--- config.mk ---
export PLATFORM = sky130hd
export DESIGN_NAME = m_mem_arbiter
export DESIGN_NICKNAME = d
export VERILOG_FILES = /design/src/rtl/m_mem_arbiter.sv
export SDC_FILE = /design/constraint.sdc
export NUM_CORES = 1
export LEC_CHECK = 0
export CAP_MARGIN = 30
export CORE_MARGIN = 3
export CORE_UTILIZATION = 30
export CTS_BUF_LIST = sky130_fd_sc_hd__clkbuf_8
export DETAILED_ROUTE_END_ITERATION = 12
export DONT_BUFFER_PORTS = 1
export GPL_TIMING_DRIVEN = 0
export HOLD_SLACK_MARGIN = 0.08
export PLACE_DENSITY = 0.55
export SKIP_LAST_GASP = 1
export SLEW_MARGIN = 20
export SYNTH_ARGS = -nofsm -noshare
export SYNTH_HDL_FRONTEND = slang
export SYNTH_SLANG_ARGS = --single-unit
--- constraint.sdc ---
create_clock -name w_clk -period 1.9 [get_ports w_clk]
set_input_delay 0.095 -clock w_clk [delete_from_list [all_inputs] [get_ports w_clk]]
set_output_delay 0.095 -clock w_clk [all_outputs]
set_load 0.005 [all_outputs]
--- src/rtl/m_mem_arbiter.sv ---
// ============================================================================
// m_mem_arbiter : round-robin I/D arbiter for a single-port 4K x 32 memory
// Revision      : 1.0
// ============================================================================
`default_nettype none

module m_mem_arbiter #(
   parameter int ADDR_W = 12,
   parameter int DATA_W = 32,
   parameter int CNT_W  = 16
) (
   input  logic              w_clk,
   input  logic              w_rst_n,
   input  logic              w_i_req,
   input  logic [ADDR_W-1:0] w_i_addr,
   output logic              w_i_ack,
   output logic [DATA_W-1:0] w_i_rdata,
   input  logic              w_d_req,
   input  logic              w_d_we,
   input  logic [ADDR_W-1:0] w_d_addr,
   input  logic [DATA_W-1:0] w_d_wdata,
   output logic              w_d_ack,
   output logic [DATA_W-1:0] w_d_rdata,
   output logic [ADDR_W-1:0] w_m_addr,
   output logic              w_m_we,
   output logic [DATA_W-1:0] w_m_din,
   input  logic [DATA_W-1:0] w_m_dout,
   output logic [CNT_W-1:0]  w_conflicts
);

   typedef enum logic [1:0] {
      IDLE   = 2'd0,
      BUSY_I = 2'd1,
      BUSY_D = 2'd2
   } state_t;

   state_t              state_q, state_d;
   logic                last_d_q, last_d_d;   // 1: D won the last grant
   logic                i_ack_q, i_ack_d;
   logic                d_ack_q, d_ack_d;
   logic [DATA_W-1:0]   i_rdata_q, i_rdata_d;
   logic [DATA_W-1:0]   d_rdata_q, d_rdata_d;
   logic [CNT_W-1:0]    conflicts_q, conflicts_d;
   logic                elig_i, elig_d;

   // A requester still holding req during its own ack cycle is not eligible.
   assign elig_i = w_i_req & ~i_ack_q;
   assign elig_d = w_d_req & ~d_ack_q;

   always_ff @(posedge w_clk or negedge w_rst_n) begin
      if (!w_rst_n) begin
         state_q     <= IDLE;
         last_d_q    <= 1'b1;
         i_ack_q     <= 1'b0;
         d_ack_q     <= 1'b0;
         i_rdata_q   <= '0;
         d_rdata_q   <= '0;
         conflicts_q <= '0;
      end else begin
         state_q     <= state_d;
         last_d_q    <= last_d_d;
         i_ack_q     <= i_ack_d;
         d_ack_q     <= d_ack_d;
         i_rdata_q   <= i_rdata_d;
         d_rdata_q   <= d_rdata_d;
         conflicts_q <= conflicts_d;
      end
   end

   always_comb begin
      state_d     = state_q;
      last_d_d    = last_d_q;
      i_ack_d     = 1'b0;
      d_ack_d     = 1'b0;
      i_rdata_d   = i_rdata_q;
      d_rdata_d   = d_rdata_q;
      conflicts_d = conflicts_q;
      w_m_addr    = '0;
      w_m_we      = 1'b0;
      w_m_din     = '0;

      case (state_q)
         IDLE: begin
            if (elig_i && elig_d) begin
               if (conflicts_q != {CNT_W{1'b1}})
                  conflicts_d = conflicts_q + CNT_W'(1);
               if (last_d_q) begin
                  state_d  = BUSY_I;
                  last_d_d = 1'b0;
               end else begin
                  state_d  = BUSY_D;
                  last_d_d = 1'b1;
               end
            end else if (elig_i) begin
               state_d  = BUSY_I;
               last_d_d = 1'b0;
            end else if (elig_d) begin
               state_d  = BUSY_D;
               last_d_d = 1'b1;
            end
         end
         BUSY_I: begin
            w_m_addr  = w_i_addr;
            i_rdata_d = w_m_dout;
            i_ack_d   = 1'b1;
            state_d   = IDLE;
         end
         BUSY_D: begin
            // Read data captured here is the pre-write word on a store.
            w_m_addr  = w_d_addr;
            w_m_we    = w_d_we;
            w_m_din   = w_d_wdata;
            d_rdata_d = w_m_dout;
            d_ack_d   = 1'b1;
            state_d   = IDLE;
         end
         default: state_d = IDLE;
      endcase
   end

   assign w_i_ack     = i_ack_q;
   assign w_d_ack     = d_ack_q;
   assign w_i_rdata   = i_rdata_q;
   assign w_d_rdata   = d_rdata_q;
   assign w_conflicts = conflicts_q;

endmodule

`default_nettype wire

After elaboration in Yosys (flattened, before gate mapping). Index checks and enable logic that the tools add are counted.

Add/sub/neg operators: 1. Equal/unequal tests: 4. Mux-type cells: 14. Bitwise logic cells: 4. Reductions and logical operators: 5.

Operator list (count): 2-to-1 mux 32 bit (1); case mux 12 bit (2 select lines) (1); adder 16 x 1 -> 16 bit (second input constant) (1); != test 16 bit (second input constant) (1); 2-to-1 mux 2 bit (5); 2-to-1 mux 1 bit (7); != test 4 bit (second input constant) (1); AND reduction 3 bit (1); nonzero test 3 bit (1); AND 1 bit (2); == test 2 x 1 -> 1 bit (second input constant) (1); == test 2 bit (second input constant) (1); logical NOT 2 bit (1); inverter 1 bit (2); AND reduction 2 bit (1); logical AND 1 bit (1).

Flip-flop bits (word level): 85. Output and inout port bits: 127. Logic and storage cells: 35.

Logic depth before layout (Yosys ltp).
Word-level depth: 6. Depth in mapped cells: 6.

Worst setup path after synthesis. No wires, ideal clock.

Path kind: register to register. From: register state_q[1]. To: register i_rdata_q[0] (netlist: w_i_rdata[0]). Library setup time: 0.125 ns. Arrival time: 1.529 ns. Data required time: 1.775 ns. Setup slack: 0.246 ns. Cell stages (with the launch flop): 6. Buffers on the path: 2. Period minus slack after synthesis: 1.654 ns. Path through: dfrtp_1 -> inv_1 -> ha_1 -> clkbuf_1 -> clkbuf_1 -> mux2_2.

Longest elaborated chain between the ends: 1.

RTL lines: start, declared (RTL line 37) `state_t state_q, state_d;`; start signal, assigned (RTL line 60) `state_q <= state_d;`; == test 2 x 1 -> 1 bit (RTL line 82) `case (state_q)`; end signal, assigned (RTL line 64) `i_rdata_q <= i_rdata_d;`; end, declared (RTL line 41) `logic [DATA_W-1:0] i_rdata_q, i_rdata_d;`.

Every way passes these cells. A chain may end at the register's enable or synchronous reset.

Final worst setup path.
From: register state_q[0]. To: output port w_m_din[30].

Longest elaborated chain between the ends: 2.

RTL lines: == test 2 bit (RTL line 82); 2-to-1 mux 32 bit (RTL line 82); end, declared (RTL line 26) `output logic [DATA_W-1:0] w_m_din,`.

Every way passes these cells.

==> impl_metrics.yaml <==
pwr:
  power_frac_seq_pct: 48.4
  static-leakage-power_nw: 1.98
  p_per_area_nw_per_um2: 1510
  power_frac_clock_pct: 17.1
  p_comb_share_pct: 34.6
  max-vdd-ir-drop_mv: 0.680
  p_int_mw: 4.55
  p_sw_mw: 2.36
  switching_share_pct: 34.1
placed_design:
  post-dp-hpwl_um: 7510
  number_of_buffers_added_on_ports: 0
  gp_congestion: 0.752
  place_inst: 463
critical_path:
  critical_path.max_fanout: 10
  timing.critical_path.arrival_ps: 1690
  timing.critical_path.from_type: "flop"
  critical_path_class: "reg2out"
  critPathMaxStageDelay_ps: 400
  end_kind: "output pin"
  worst_ep_required_time_ps: 1800
  crit_path_cell_trace: "inv_1 > ha_1 > buf_4 > clkbuf_8 > buf_2 > and2_1"
  reg2reg_from: "w_conflicts[1]$_DFFE_PN0P_"
  cp_slowest_cell: "sky130_fd_sc_hd__dfrtp_1"
  worstSetupStartpoint: "state_q[0]$_DFFE_PN0P_"
timing:
  hold_violations: 85
  clock-skew-final_ps: 11.2
  final.min_clock_period_ps: 1790
  timing.final.setup_violations: 0
  whs_ps: -581
  timing.slew.headroom_pct: 77.0
  final_min_period_over_clock_period_pct: 94.0
  fmax_mhz: 560
  grt_setup_unrepaired: "no"
  final.setup.tns_ps: 0
  worst_slew_pin_slew_ps: 342
  timing.final.max_slew_violations: 0
cells_and_area:
  area_delta_synth_final_pct: 21.1
  layoutNonFillerInstCount: 513
  utilization_pct: 37.7
  final_nets: 438
  num_antenna_cells: 0
  proportion_of_layout_cells_with_a_drive_suffix_above_1_pct: 29.9
synthesis:
  synth_edf_count: 0
  mappedNetlistArea_um2: 3790
  synth_seq_area_share_pct: 56.2
  synth-warning-count: 0
  yosys_cell_types: 32
  yosys_register_bits: 85
  post-synth-top-area-cell: "sky130_fd_sc_hd__dfrtp_1"
  avgSynthCellArea_um2: 12.8
  postSynthNetCount: 392
  synth_top_cell_area_share_pct: 55.5
  synth_flop_cell: "sky130_fd_sc_hd__dfrtp_1"
  async_reset_ff_share_pct: 100
  synthesized_netlist_cell_count: 295
  synth_area_leaders: "sky130_fd_sc_hd__dfrtp_1, sky130_fd_sc_hd__mux2_2, sky130_fd_sc_hd__and2_1, sky130_fd_sc_hd__xor2_1, sky130_fd_sc_hd__a22oi_1"
outcome:
  status: "finished with violations"
  violations: "hold timing"
drt:
  violation_count_after_the_first_detailed_routing_iteration: 35
  drt-total-wl_um: 10400
  wire_per_inst_um: 20.2
  drt_pass1_iterations: 4
  post-route-drc-count: 0
  num_vias: 2577
  ant_nets: 0
  avgViaCountPerCell: 5.02
grt:
  grt.overflow.total: 0
  global_route_wire_length_before_repair_um: 16000
  first_global_vias: 2802
  grt_start_max_net_pins: 86
  antenna_violations_before_repair: 0
  globalRouteTotalUtil_pct: 14.8
floorplan:
  boundaryPins: 220
  coreArea_um2: 12200
  dieHeight_um: 118
  initial_core_util_pct: 31.1
  placementRows: 40
  floorplan.die_area_um2: 14000
  die_width_um: 118
worst_hold_path:
  worst_hold_path_type: "in2async"
clock_tree:
  ctsHoldBuffers: 35
  cts_buffer_depth: 2
  htree_num_levels: 3
  cts.reportedPaths.clkPinSlew_ps: 80
  tritoncts.num_buffers: 9
  ctsRootBufferMaster: "sky130_fd_sc_hd__clkbuf_8"
  total_setup_buffers_inserted_after_cts: 0
  clk_latency_ps: 360
  tritoncts: "yes"
  cts.sink_count: 85
flow_run:
  drv.max_cap_violation_count: 0
-- registers in the layout, summed over array words and instances, names as in the netlist --
signal / cells
w_d_rdata: 32
w_i_rdata: 32
w_conflicts: 16
state_q: 2
last_d_q: 1
w_d_ack: 1
w_i_ack: 1
-- cell usage in the layout, fill, tap and decap left out, types with 2 or more instances in the layout --
cell type                       count
sky130_fd_sc_hd__inv_1              4
sky130_fd_sc_hd__dlygate4sd3_1     35
sky130_fd_sc_hd__and4_1             3
sky130_fd_sc_hd__mux2_2            65
sky130_fd_sc_hd__nand3_1            2
sky130_fd_sc_hd__nor2_1             5
sky130_fd_sc_hd__nand2b_1           2
sky130_fd_sc_hd__nor2b_1           12
sky130_fd_sc_hd__nor4_1             2
sky130_fd_sc_hd__dfrtp_1           83
sky130_fd_sc_hd__clkbuf_8          13
sky130_fd_sc_hd__ha_1               4
sky130_fd_sc_hd__buf_4              4
sky130_fd_sc_hd__nor3_1             8
sky130_fd_sc_hd__nand4_1            4
sky130_fd_sc_hd__and2_1            31
sky130_fd_sc_hd__clkbuf_4           2
sky130_fd_sc_hd__buf_2              2
sky130_fd_sc_hd__xor2_1            15
sky130_fd_sc_hd__a22oi_1           12
sky130_fd_sc_hd__clkbuf_2           7
sky130_fd_sc_hd__nand2_1           10
sky130_fd_sc_hd__and3_1             2
sky130_fd_sc_hd__and2_4             2
-- path summary, 6_finish.rpt --
path                       cells past startpoint  slack [ps]                           to
max                                            6         110                  w_m_din[30]
min in group w_clk                             4         290   w_conflicts[6]$_DFFE_PN0P_
max in group asynchronous                      0        2250     w_i_rdata[0]$_DFFE_PN0N_
max reg2reg                                    5         150  w_conflicts[12]$_DFFE_PN0P_
min reg2reg                                    1         540   w_conflicts[0]$_DFFE_PN0P_
min                                            0        -580  w_conflicts[12]$_DFFE_PN0P_
-- critical path: cells and delay by family (launching register included) --
family | cells | cell delay, ps
fa+ha+maj | 1 | 160
simple gates | 1 | 200
flops | 1 | 400
buf+inv | 4 | 580
-- per-stage QoR --
step	instance area [um^2]	hold slack [ps]	setup slack [ps]	power, mW
2_1_floorplan	3790	-201	246	4.95
3_3_place_gp	4000	-199	-332	5.54
3_5_place_dp	4000	-199	-380	5.62
4_1_cts	4570	-613	0.210	6.99
5_1_grt	4580	-617	1.72	7.42
6_report	4580	-581	113	6.90
-- area by class of cell --
| type | instances | area (um^2) |
|---|---|---|
| buffer | 16 | 104 |
| tap | 168 | 210 |
| clock inverter | 3 | 12.5 |
| clock buffer | 12 | 165 |
| multi-input combinational | 192 | 1610 |
| timing repair buffer | 35 | 350 |
| inverter | 2 | 7.51 |
| fill | 1190 | 7580 |
| sequential | 85 | 2130 |
-- power by group through the flow --
stage	registers [mW]	clock network, mW	logic [mW]
2_1_floorplan	3.13	0	1.82
3_3_place_gp	3.38	0	2.16
3_5_place_dp	3.38	0	2.24
4_1_cts	3.36	1.24	2.39
5_1_grt	3.46	1.32	2.64
6_report	3.34	1.18	2.39
-- Yosys cell counts (3+ instances only) --
cell type and number:
sky130_fd_sc_hd__dfrtp_1 84, sky130_fd_sc_hd__ha_1 4, sky130_fd_sc_hd__nor3_1 8, sky130_fd_sc_hd__nor2b_1 13, sky130_fd_sc_hd__nor2_1 5, sky130_fd_sc_hd__nand2_1 10, sky130_fd_sc_hd__and2_1 33, sky130_fd_sc_hd__and4_1 3
sky130_fd_sc_hd__a22oi_1 12, sky130_fd_sc_hd__xor2_1 15, sky130_fd_sc_hd__clkbuf_1 14, sky130_fd_sc_hd__mux2_2 65, sky130_fd_sc_hd__nand4_1 4
-- repair_timing --
item,CTS,global route
setup endpoints to repair,119,77
gates cloned,0,0
resized for setup,20,17
endpoints found under the hold margin,151,85
pin swaps,0,1
-- logic make-up (layout without fill, tap and decap cells) --
group | count (synthesis) | in the layout | synth area share (%)
flops | 85 | 85 | 56.2
compound gates | 17 | 17 | 3.27
xor+xnor | 15 | 15 | 3.47
simple gates | 91 | 91 | 14.6
fa+ha+maj | 4 | 4 | 1.32
mux | 65 | 65 | 19.3
buf+inv | 18 | 68 | 1.82
-- metal layers --
layer,wire [um],GRT usage (%),part of all wire [%],vias up
met5,0,0,0,-
met1,3810,15.3,37,1285
met3,919,5.22,8.9,19
li1,-,-,-,1114
met4,314,8.06,3.0,0
met2,5330,26.2,51,159
No activity file was read; power rests on OpenSTA's default activity.
